`src/rtl/par_data_rx_if.sv`:
```
// Bus between the per-wire TSPIN data receiver and whatever drives its line.
// The master side supplies the line and strobes; the slave side (the receiver) returns the payload.
interface par_data_rx_if #(
    parameter int ENC_DATA_BITS = 218
);
    logic                     enable;
    logic                     sample_en;
    logic                     serial_in;
    logic [ENC_DATA_BITS-1:0] pkt_data;
    logic                     pkt_valid;
    logic                     busy;
    logic [7:0]               pkt_count;

    modport master (
        output enable, sample_en, serial_in,
        input  pkt_data, pkt_valid, busy, pkt_count
    );

    modport slave (
        input  enable, sample_en, serial_in,
        output pkt_data, pkt_valid, busy, pkt_count
    );
endinterface

```
`src/rtl/par_data_rx.sv`:
```
// Per-wire TSPIN receiver: hunts for the all-ones syncword, then deserializes
// one ENC_DATA_BITS payload MSB first and presents it with a one-cycle valid pulse.
module par_data_rx #(
    parameter int SYNC_BITS     = 8,
    parameter int ENC_DATA_BITS = 218,
    parameter int CNT_W         = 8
) (
    input logic          clk,
    input logic          rst_l,
    par_data_rx_if.slave bus
);
    localparam int ONES_W = $clog2(SYNC_BITS + 1);

    typedef enum logic {
        HUNT,
        RECV
    } state_t;

    state_t                   state;
    logic [ONES_W-1:0]        ones_cnt;
    logic [CNT_W-1:0]         bit_cnt;
    logic [ENC_DATA_BITS-1:0] shreg;
    logic [ENC_DATA_BITS-1:0] shreg_next;
    logic [ENC_DATA_BITS-1:0] pkt_data;
    logic                     pkt_valid;
    logic                     busy;
    logic [7:0]               pkt_count;

    assign shreg_next = {shreg[ENC_DATA_BITS-2:0], bus.serial_in};

    assign bus.pkt_data  = pkt_data;
    assign bus.pkt_valid = pkt_valid;
    assign bus.busy      = busy;
    assign bus.pkt_count = pkt_count;

    always_ff @(posedge clk or negedge rst_l) begin
        if (!rst_l) begin
            state     <= HUNT;
            ones_cnt  <= '0;
            bit_cnt   <= '0;
            shreg     <= '0;
            pkt_data  <= '0;
            pkt_valid <= 1'b0;
            busy      <= 1'b0;
            pkt_count <= '0;
        end else begin
            pkt_valid <= 1'b0;
            if (!bus.enable) begin
                // Partial packet is dropped; pkt_data and pkt_count are kept.
                state    <= HUNT;
                ones_cnt <= '0;
                bit_cnt  <= '0;
                busy     <= 1'b0;
            end else if (bus.sample_en) begin
                case (state)
                    HUNT: begin
                        // Syncword is all ones, so a run counter is the whole matcher.
                        if (!bus.serial_in) begin
                            ones_cnt <= '0;
                        end else if (ones_cnt == ONES_W'(SYNC_BITS - 1)) begin
                            state    <= RECV;
                            busy     <= 1'b1;
                            ones_cnt <= '0;
                            bit_cnt  <= '0;
                        end else begin
                            ones_cnt <= ones_cnt + ONES_W'(1);
                        end
                    end
                    RECV: begin
                        shreg <= shreg_next;
                        if (bit_cnt == CNT_W'(ENC_DATA_BITS - 1)) begin
                            pkt_data  <= shreg_next;
                            pkt_valid <= 1'b1;
                            pkt_count <= pkt_count + 8'd1;
                            state     <= HUNT;
                            busy      <= 1'b0;
                            ones_cnt  <= '0;
                            bit_cnt   <= '0;
                        end else begin
                            bit_cnt <= bit_cnt + CNT_W'(1);
                        end
                    end
                    default: begin
                        state    <= HUNT;
                        busy     <= 1'b0;
                        ones_cnt <= '0;
                        bit_cnt  <= '0;
                    end
                endcase
            end
        end
    end
endmodule

```
`src/flat_wrapper.sv`:
```
// flat-port wrapper written by rule: the top's interface ports become plain ports
module par_data_rx_flat 
#(
    parameter int SYNC_BITS     = 8,
    parameter int ENC_DATA_BITS = 218,
    parameter int CNT_W         = 8
)
  (clk, rst_l, bus_enable, bus_sample_en, bus_serial_in, bus_pkt_data, bus_pkt_valid, bus_busy, bus_pkt_count);
  par_data_rx_if #(.ENC_DATA_BITS(ENC_DATA_BITS)) bus_i ();
  input logic clk;
  input logic rst_l;
  input wire logic [$bits(bus_i.enable)-1:0] bus_enable;
  input wire logic [$bits(bus_i.sample_en)-1:0] bus_sample_en;
  input wire logic [$bits(bus_i.serial_in)-1:0] bus_serial_in;
  output wire logic [$bits(bus_i.pkt_data)-1:0] bus_pkt_data;
  output wire logic [$bits(bus_i.pkt_valid)-1:0] bus_pkt_valid;
  output wire logic [$bits(bus_i.busy)-1:0] bus_busy;
  output wire logic [$bits(bus_i.pkt_count)-1:0] bus_pkt_count;
  assign bus_i.enable = bus_enable;
  assign bus_i.sample_en = bus_sample_en;
  assign bus_i.serial_in = bus_serial_in;
  assign bus_pkt_data = bus_i.pkt_data;
  assign bus_pkt_valid = bus_i.pkt_valid;
  assign bus_busy = bus_i.busy;
  assign bus_pkt_count = bus_i.pkt_count;
  par_data_rx #(.SYNC_BITS(SYNC_BITS), .ENC_DATA_BITS(ENC_DATA_BITS), .CNT_W(CNT_W)) u_core (.clk(clk), .rst_l(rst_l), .bus(bus_i));
endmodule
```
`config.mk`:
```
export PLATFORM = sky130hd
export DESIGN_NAME = par_data_rx_flat
export DESIGN_NICKNAME = d
export VERILOG_FILES = /design/src/rtl/par_data_rx_if.sv /design/src/rtl/par_data_rx.sv /design/src/flat_wrapper.sv
export SDC_FILE = /design/constraint.sdc
export NUM_CORES = 1
export LEC_CHECK = 0
export BUFFER_PORTS_ARGS = -buffer_cell sky130_fd_sc_hd__buf_2
export CORE_AREA = 10 10 168 327
export DETAILED_ROUTE_END_ITERATION = 7
export DIE_AREA = 0 0 178 337
export PLACE_DENSITY = 0.6
export SLEW_MARGIN = 20
export SYNTH_ARGS = -nofsm -noshare
export SYNTH_HDL_FRONTEND = slang
export SYNTH_SLANG_ARGS = --single-unit
```
`constraint.sdc`:
```
create_clock -name clk -period 2.65 [get_ports clk]
set_clock_uncertainty 0.05 [all_clocks]
set_input_delay 0.265 -clock clk [delete_from_list [all_inputs] [get_ports clk]]
set_output_delay 0.265 -clock clk [all_outputs]
set_load 0.005 [all_outputs]
```
After elaboration in Yosys (flattened, before gate mapping)
Cells that the tools add are included.

Register bits: 458. Bits in latches: 0. RAM bits: 0. ROM bits: 0. Input port bits: 5. Output and inout bits: 228. Memories kept: 0.

Add/sub/neg operators: 3. Multiply operators: 0. Divide/modulo/power cells: 0. $lt $le $gt $ge: 0. Equal/unequal tests: 6. Shifts and indexed selects: 0. Muxes and demuxes: 28. Bitwise logic cells: 1. Reduce and logical (&&, ||, !) cells: 5.

Operator list (number): 8-bit 2-to-1 mux (5); 4-bit 2-to-1 mux (5); 8-bit by 1-bit adder with 8-bit output (second input constant) (2); 8-bit one-hot mux with 2 select lines (1); 1-bit 2-to-1 mux (14); 8-bit equality test (second input constant) (1); 4-bit one-hot mux with 2 select lines (1); 4-bit AND reduction (2); 3-bit != test (second input constant) (2); 3-bit AND reduction (2); 4-bit by 1-bit adder with 4-bit output (second input constant) (1); 4-bit by 3-bit equality test with 1-bit output (second input constant) (1); 1-bit one-hot mux with 2 select lines (2); 3-bit by 2-bit != test with 1-bit output (second input constant) (1); 2-bit by 1-bit != test with 1-bit output (second input constant) (1); 2-bit AND reduction (1); 1-bit inverter (1).

Depth between registers and ports, before layout
Gate-level depths: netlist (run 1).

Depth after elaboration: 6. Gate-level depth with buffers: 9. Gate-level depth less buffers: 6.

Worst setup path after synthesis (run 1)
Ideal clock, no wire load.

Path type: reg-to-reg. Start: reg u_core.ones_cnt[0]. End: reg u_core.bit_cnt[0]. Library setup time: 128 ps. Arrival time: 1698 ps. Required time: 2472 ps. Slack: 774 ps. Cell stages (with the launch flop): 7. Path buffers: 1. Period minus slack after synthesis: 1876 ps. Cells stage by stage: dfrtp_1 > ha_1 > and3b_1 > a311oi_1 > buf_2 > nand4b_1 > o21ai_0.

Word-level cells in the longest chain between the ends: 3.

RTL lines: from (decl) (line par_data_rx.sv:20) `logic [ONES_W-1:0] ones_cnt;`; from (signal assigned) (line par_data_rx.sv:66) `ones_cnt <= ones_cnt + ONES_W'(1);`; 4-bit by 3-bit equality test with 1-bit output (line par_data_rx.sv:60) `end else if (ones_cnt == ONES_W'(SYNC_BITS - 1)) begin`; 3-bit by 2-bit != test with 1-bit output (no source line); 3-bit AND reduction (no source line); to (signal assigned) (line par_data_rx.sv:80) `bit_cnt <= bit_cnt + CNT_W'(1);`; to (decl) (line par_data_rx.sv:21) `logic [CNT_W-1:0] bit_cnt;`.

Every way passes these cells. A chain may end at the register's enable or synchronous reset.

Final worst setup path (run 1)
Start: reg u_core.state. End: reg u_core.pkt_data[111], in the netlist u_core.bus.pkt_data[111].

Word-level cells in the longest chain between the ends: 1.

RTL lines: from (decl) (line par_data_rx.sv:19) `state_t state;`; from (signal assigned) (line par_data_rx.sv:38) `state <= HUNT;`; from (signal assigned) (line par_data_rx.sv:50) `state <= HUNT;`; from (signal assigned) (line par_data_rx.sv:61) `state <= RECV;`; 4-bit AND reduction (no source line); to (signal assigned) (line par_data_rx.sv:72) `pkt_data <= shreg_next;`; to (decl) (line par_data_rx.sv:24) `logic [ENC_DATA_BITS-1:0] pkt_data;`.

Every way passes these cells.

==> impl_metrics.json, run 1 <==
{
  "status": "completed",
  "cts.sinks": 458,
  "fin_tns_setup_ps": 0,
  "synth-edff-count": 0,
  "period_needed_ps": 2160,
  "grt_pass1_wl_um": 58800,
  "rr_worst_depth": 5,
  "crit_slowest_cell": "dfrtp_1",
  "worst_slew_pin_slew_ps": 844,
  "synth.area.top_cells": "dfrtp_1, mux2_2, buf_2",
  "wire_per_inst_um": 18.5,
  "area_growth_syn_to_layout_pct": 21.2,
  "power.leakage_nw": 11.2,
  "worst_slack_ps": 492,
  "clock_path_buffers": 3,
  "cp_cell_sequence": "nand3_4, nor3_2, buf_12, buf_12, mux2_2",
  "multi_input_area_sq_um": 5460,
  "regArea_sq_um": 11500,
  "avgSynthCellArea_sq_um": 16.7,
  "dr.pass1.iters": 4,
  "netlist_instances": 1032,
  "swShare_pct": 20.4,
  "crit_path_end_kind": "register",
  "pwr-share-clk_pct": 46.7,
  "final-max-slew-violation-count": 0,
  "whs_path_depth": 4,
  "setup_violations": 0,
  "arrival_ps": 2530,
  "critical_path_class": "register to register",
  "nFillCells": 4615,
  "hp-class": "input port to register",
  "synth_fp_nets": 1041,
  "diodes": 0,
  "finalCritPeriodShare_pct": 81.4,
  "irDropWorstVdd_mv": 0.523,
  "gr-total-overflow": 0,
  "cts_resized": 0,
  "htreeDepth": 2,
  "hold_violations": 0,
  "io_buffers": 232,
  "cpPeakStageDelay_ps": 510,
  "synth_warnings": 0,
  "syn_area_sq_um": 17200,
  "power_mw": 13.5,
  "cap_viol_max_count": 0,
  "dp_slack_ps": 483,
  "yosysTopAreaCellShare_pct": 66.7,
  "clk_latency_ps": 550,
  "start_util_pct": 34.5,
  "coreArea_sq_um": 49800,
  "grt_max_degree": 100,
  "path_clk_slew_ps": 60,
  "final_nets": 1299,
  "drt_wl_total_um": 36300,
  "p_int_mw": 10.7,
  "ys.flop_type": "dfrtp_1",
  "avgViaCountPerCell": 4.71,
  "io-pin-count": 233,
  "whs_ps": 131,
  "ant_nets": 0,
  "vias": 9272,
  "power_density_nw_per_um2": 649,
  "clock-root-buffer": "clkbuf_16",
  "grt_use_total_pct": 12.1,
  "crit_fanout": 37,
  "rsz0062_at_grt": "false",
  "remaining_drc_errors": 0,
  "seqPwrFrac_pct": 51.8,
  "num_rows": 116,
  "fp.dieH_um": 337,
  "p_sw_mw": 2.76,
  "async_flop_share_pct": 100,
  "antenna_found_initial": 0,
  "hpwl_um": 25200,
  "max-slew-margin-rel_pct": 43.7,
  "die_area_sq_um": 60000,
  "startpoint_type": "register",
  "gp_congestion": 0.740,
  "drive_gt1_share_pct": 58.3,
  "ys_seq_elements": 458,
  "synth_seq_area_share_pct": 66.7,
  "final_cells": 1969,
  "fp.dieW_um": 178,
  "place_inst": 1891,
  "first_global_vias": 10300,
  "crit_path_frequent_cell": "buf_12",
  "synth_top_area_cell": "dfrtp_1",
  "comb_power_share_pct": 1.5,
  "yosysUniqueCellTypes": 40,
  "cts_setup_buffers": 0,
  "required_ps": 3030,
  "cts_made_buffers": 43,
  "drt_iter0_drc": 337,
  "tritoncts": "done",
  "max_freq_mhz": 463
}
==> repair_timing <==
action | 4_1_cts | 5_1_grt
setup endpoints to repair | 0 | 0
hold buffers | 3 | 0
endpoints found under the hold margin | 50 | 0
==> flip-flops by register name, summed over array words and instances (netlist names) <==
signal / cells
u_core.bus.pkt_valid: 1
u_core.bus.pkt_data: 218
u_core.bus.pkt_count: 8
u_core.state: 1
u_core.bit_cnt: 8
u_core.bus.busy: 1
u_core.ones_cnt: 4
u_core.shreg: 217
==> worst paths after layout <==
check                                                     from                              endpoint  slack, ps
max                                   u_core.state$_DFFE_PN0N_  u_core.bus.pkt_data[111]$_DFFE_PN0P_        490
min                                              bus_sample_en              u_core.state$_DFFE_PN0N_        130
max reg2reg                           u_core.state$_DFFE_PN0N_  u_core.bus.pkt_data[111]$_DFFE_PN0P_        490
min reg2reg                u_core.bus.pkt_count[7]$_DFFE_PN0P_   u_core.bus.pkt_count[7]$_DFFE_PN0P_        420
max in group asynchronous                                rst_l         u_core.shreg[193]$_DFFE_PN0P_       1410
min in group asynchronous                                rst_l  u_core.bus.pkt_data[119]$_DFFE_PN0P_        200
==> synth_stat cells, types with 2 or more instances <==
| cell | instances |
|---|---|
| and3_1 | 3 |
| dfrtp_1 | 458 |
| and3b_1 | 2 |
| buf_2 | 37 |
| and2_1 | 3 |
| o21ai_0 | 7 |
| nand4b_1 | 2 |
| ha_1 | 4 |
| xnor2_1 | 6 |
| buf_6 | 2 |
| a31oi_1 | 2 |
| a21o_1 | 2 |
| buf_1 | 8 |
| mux2_2 | 436 |
| nand2_1 | 11 |
| nor3_1 | 2 |
| or3_1 | 5 |
| nand4_1 | 3 |
| inv_1 | 6 |
| or2_2 | 2 |
| buf_4 | 2 |
| a21oi_1 | 6 |
| o21a_1 | 2 |
| nand3_1 | 5 |
==> power groups by stage <==
stage               Combinational (mW)  Sequential [mW]  Clock, mW
detailed placement               0.212             7.12          0
floorplan                       0.0118             7.13          0
CTS                              0.216             6.99       6.56
finish                           0.200             6.99       6.31
global placement                 0.207             7.12          0
global route                     0.235             6.99       6.83
==> cells in the final DEF, fill, tap and decap left out, drive strengths merged, types with 3 or more instances in the layout <==
cell         netlist  layout
buf               49     260
xnor2              6       6
and2               3       3
ha                 4       4
clkinv             0      10
dlygate4sd3        0       3
clkbuf             1      59
or3                5       5
nand2             11      11
nand4              3       3
nand3              5       5
o21ai              8       8
mux2             436     436
inv                6       6
bufinv             0       4
a21oi              6       6
dfrtp            458     458
and3               3       3
==> critical path: cells and delay by family, from the launching register on <==
kind	cells	cell delay, ps
buffers and inverters	2	510
muxes	1	370
DFF	1	510
and+or+nand+nor	2	570
==> cell type report <==
class | count | share of cell area, %
Clock buffer | 59 | 6.05
Clock inverter | 16 | 0.925
Inverter | 6 | 0.108
Multi-Input combinational cell | 518 | 26.2
Sequential cell | 458 | 55.0
Tap cell | 649 | 3.90
Timing Repair Buffer | 263 | 7.74
==> routing by layer <==
layer | vias to the layer above | track usage, % | share of wire [%]
met5 | - | 0 | 0
met4 | 0 | 4.86 | 3.0
met3 | 64 | 2.36 | 5.1
met2 | 205 | 21.4 | 52
met1 | 4818 | 14.1 | 40
li1 | 4185 | - | -
==> kinds of logic after synthesis <==
group / synth area share [%]
AOI/OAI and AO/OA: 0.954
xor gates and xnor gates: 0.357
adders and majority gates: 0.291
buffers and inverters: 1.62
DFF: 66.7
muxes: 28.6
and+or+nand+nor: 1.46
==> through the flow <==
stage / instance area [sq um] / utilization (%)
2_1_floorplan: 17200 / -
3_3_place_gp: 19300 / 38.8
3_5_place_dp: 19300 / 38.8
4_1_cts: 20800 / 41.8
5_1_grt: 20800 / 41.8
6_report: 20800 / 41.8
Note: power is estimated with default switching activity, not from simulation.
==> run 2: changes to the inputs <==
clock period = 2.3 ns   (was 2.65 ns; I/O delays follow)
==> run 2 against run 1 <==
Against the previous run:
- via count fell by 0.41%
- total power grew 17%
- setup slack lost 290 ps
- fmax increased by 2.7%
- worst hold slack improved by 5.9 ps
- highest routed layer unchanged
- clock power rose by 19%
- wire length decreased by 0.84%
- core utilization is 0.068 points lower
==> impl_metrics.json, run 2 (same netlist as run 1, synthesis figures left out) <==
{
  "final_nets": 1299,
  "drt_iter0_drc": 386,
  "critPathBufInv": 3,
  "whs_path_depth": 4,
  "hp-class": "input port to register",
  "remaining_drc_errors": 0,
  "wire_per_inst_um": 18.3,
  "cp_num_cells": 7,
  "startpoint_type": "register",
  "layout_common_cells": "dfrtp_1, mux2_2, buf_2, clkbuf_16, buf_4",
  "arrival_ps": 2480,
  "path_clk_slew_ps": 60,
  "drive_gt1_share_pct": 58.3,
  "fp.dieW_um": 178,
  "die_area_sq_um": 60000,
  "diodes": 0,
  "cp_cell_sequence": "inv_1, ha_1, nand3b_1, nor3_2, buf_4, buf_12, mux2_2",
  "crit_path_end_kind": "register",
  "whs_ps": 137,
  "status": "completed",
  "required_ps": 2680,
  "drt_wl_total_um": 36000,
  "hpwl_um": 24500,
  "crit_fanout": 43,
  "irDropWorstVdd_mv": 0.593,
  "max_freq_mhz": 476,
  "io-pin-count": 233,
  "dr.pass1.iters": 5,
  "largest_register": "u_core.bus.pkt_data",
  "cap_viol_max_count": 0,
  "coreArea_sq_um": 49800,
  "fp.dieH_um": 337,
  "start_util_pct": 34.5,
  "hold_violations": 0,
  "fin_tns_setup_ps": 0,
  "final-max-slew-violation-count": 0,
  "crit_slowest_cell": "dfrtp_1",
  "clock-root-buffer": "clkbuf_16",
  "avgViaCountPerCell": 4.69,
  "ant_nets": 0,
  "worst_slew_pin_slew_ps": 1180,
  "clk_latency_ps": 560,
  "critical_path_class": "register to register",
  "cpPeakStageDelay_ps": 410,
  "largest_reg_flops": 218,
  "rsz0062_at_grt": "false",
  "dpl_cell_area_sq_um": 19300,
  "io_buffers": 232,
  "num_rows": 116,
  "vias": 9234,
  "tritoncts": "done",
  "grt_max_degree": 157,
  "htreeDepth": 2,
  "power_density_nw_per_um2": 761,
  "cts_made_buffers": 42,
  "clock_path_buffers": 3,
  "grt_use_total_pct": 12.0,
  "stdcell_area_sq_um": 20800,
  "power.leakage_nw": 11.2,
  "top_regs": "u_core.bus.pkt_data (218), u_core.shreg (217)",
  "max-slew-margin-rel_pct": 21.5,
  "gr-total-overflow": 0,
  "mostFrequentLayoutCell": "dfrtp_1",
  "grt_pass1_wl_um": 58100,
  "antenna_found_initial": 0,
  "rr_worst_depth": 7,
  "first_global_vias": 10100,
  "setup_violations": 0,
  "gp_congestion": 0.743,
  "cp_top_family": "buffers and inverters",
  "finalCritPeriodShare_pct": 91.4,
  "area_growth_syn_to_layout_pct": 21.0,
  "period_needed_ps": 2100,
  "cts.sinks": 458
}
## run 2: cell types whose count changed in the layout (fill, tap and decap cells not counted), sizes merged
| cell | previous run | this run |
|---|---|---|
| bufinv | 4 | 7 |
| clkbuf | 59 | 56 |
| clkinv | 10 | 7 |
| clkinvlp | 2 | 3 |
| dlygate4sd3 | 3 | 4 |
| inv | 6 | 7 |
## run 2: per-layer routing
layer	global-route usage, %	wire length (um)	vias up
met5	0	0	-
met1	14.0	14200	4804
met3	3.14	2330	50
li1	-	-	4181
met4	4.13	815	0
met2	20.9	18700	199
## run 2: worst min-delay path, cell delays in order
cell and delay (ps):
buf_2 140, nand2_1 120, nor3_1 60, a21o_1 140
## run 2: layout make-up
| class | instances | area [sq um] |
|---|---|---|
| Tap cell | 649 | 812 |
| Clock inverter | 18 | 280 |
| Clock buffer | 56 | 1210 |
| Timing Repair Buffer | 264 | 1530 |
| Fill cell | 4550 | 29000 |
| Sequential cell | 458 | 11500 |
| Inverter | 6 | 22.5 |
| Multi-Input combinational cell | 518 | 5460 |
## run 2: worst paths after layout
path / start / end / slack (ps)
max: u_core.bit_cnt[1]$_DFFE_PN0P_ / u_core.bus.pkt_data[54]$_DFFE_PN0P_ / 200
min: bus_sample_en / u_core.ones_cnt[0]$_DFFE_PN0P_ / 140
max reg2reg: u_core.bit_cnt[1]$_DFFE_PN0P_ / u_core.bus.pkt_data[54]$_DFFE_PN0P_ / 200
min reg2reg: u_core.bus.pkt_count[7]$_DFFE_PN0P_ / u_core.bus.pkt_count[7]$_DFFE_PN0P_ / 430
max in group asynchronous: rst_l / u_core.shreg[63]$_DFFE_PN0P_ / 1150
min in group asynchronous: rst_l / u_core.bus.pkt_data[58]$_DFFE_PN0P_ / 160
## run 2: what timing repair did
action,in CTS,in global routing
resized for setup,0,0
hold buffers,4,0
endpoints found under the hold margin,186,0
buffers inserted,0,0
## run 2: metrics by stage
step	power, mW	util [%]	worst slack [ps]	cells
after detailed placement	8.43	38.7	176	1891
final	15.8	41.8	198	1969
after global placement	8.43	38.7	228	1891
after CTS	16.1	41.8	152	1969
after floorplan	8.22	-	424	1032
after global routing	16.4	41.8	18.0	1969
## run 2: where the power goes
group          total, mW  switching [mW]  leakage (nW)  internal [mW]
clock network       7.54            3.04         0.731           4.50
logic              0.213           0.176          4.11         0.0364
registers           8.06         0.00172          6.40           8.05
total               15.8            3.22          11.2           12.6
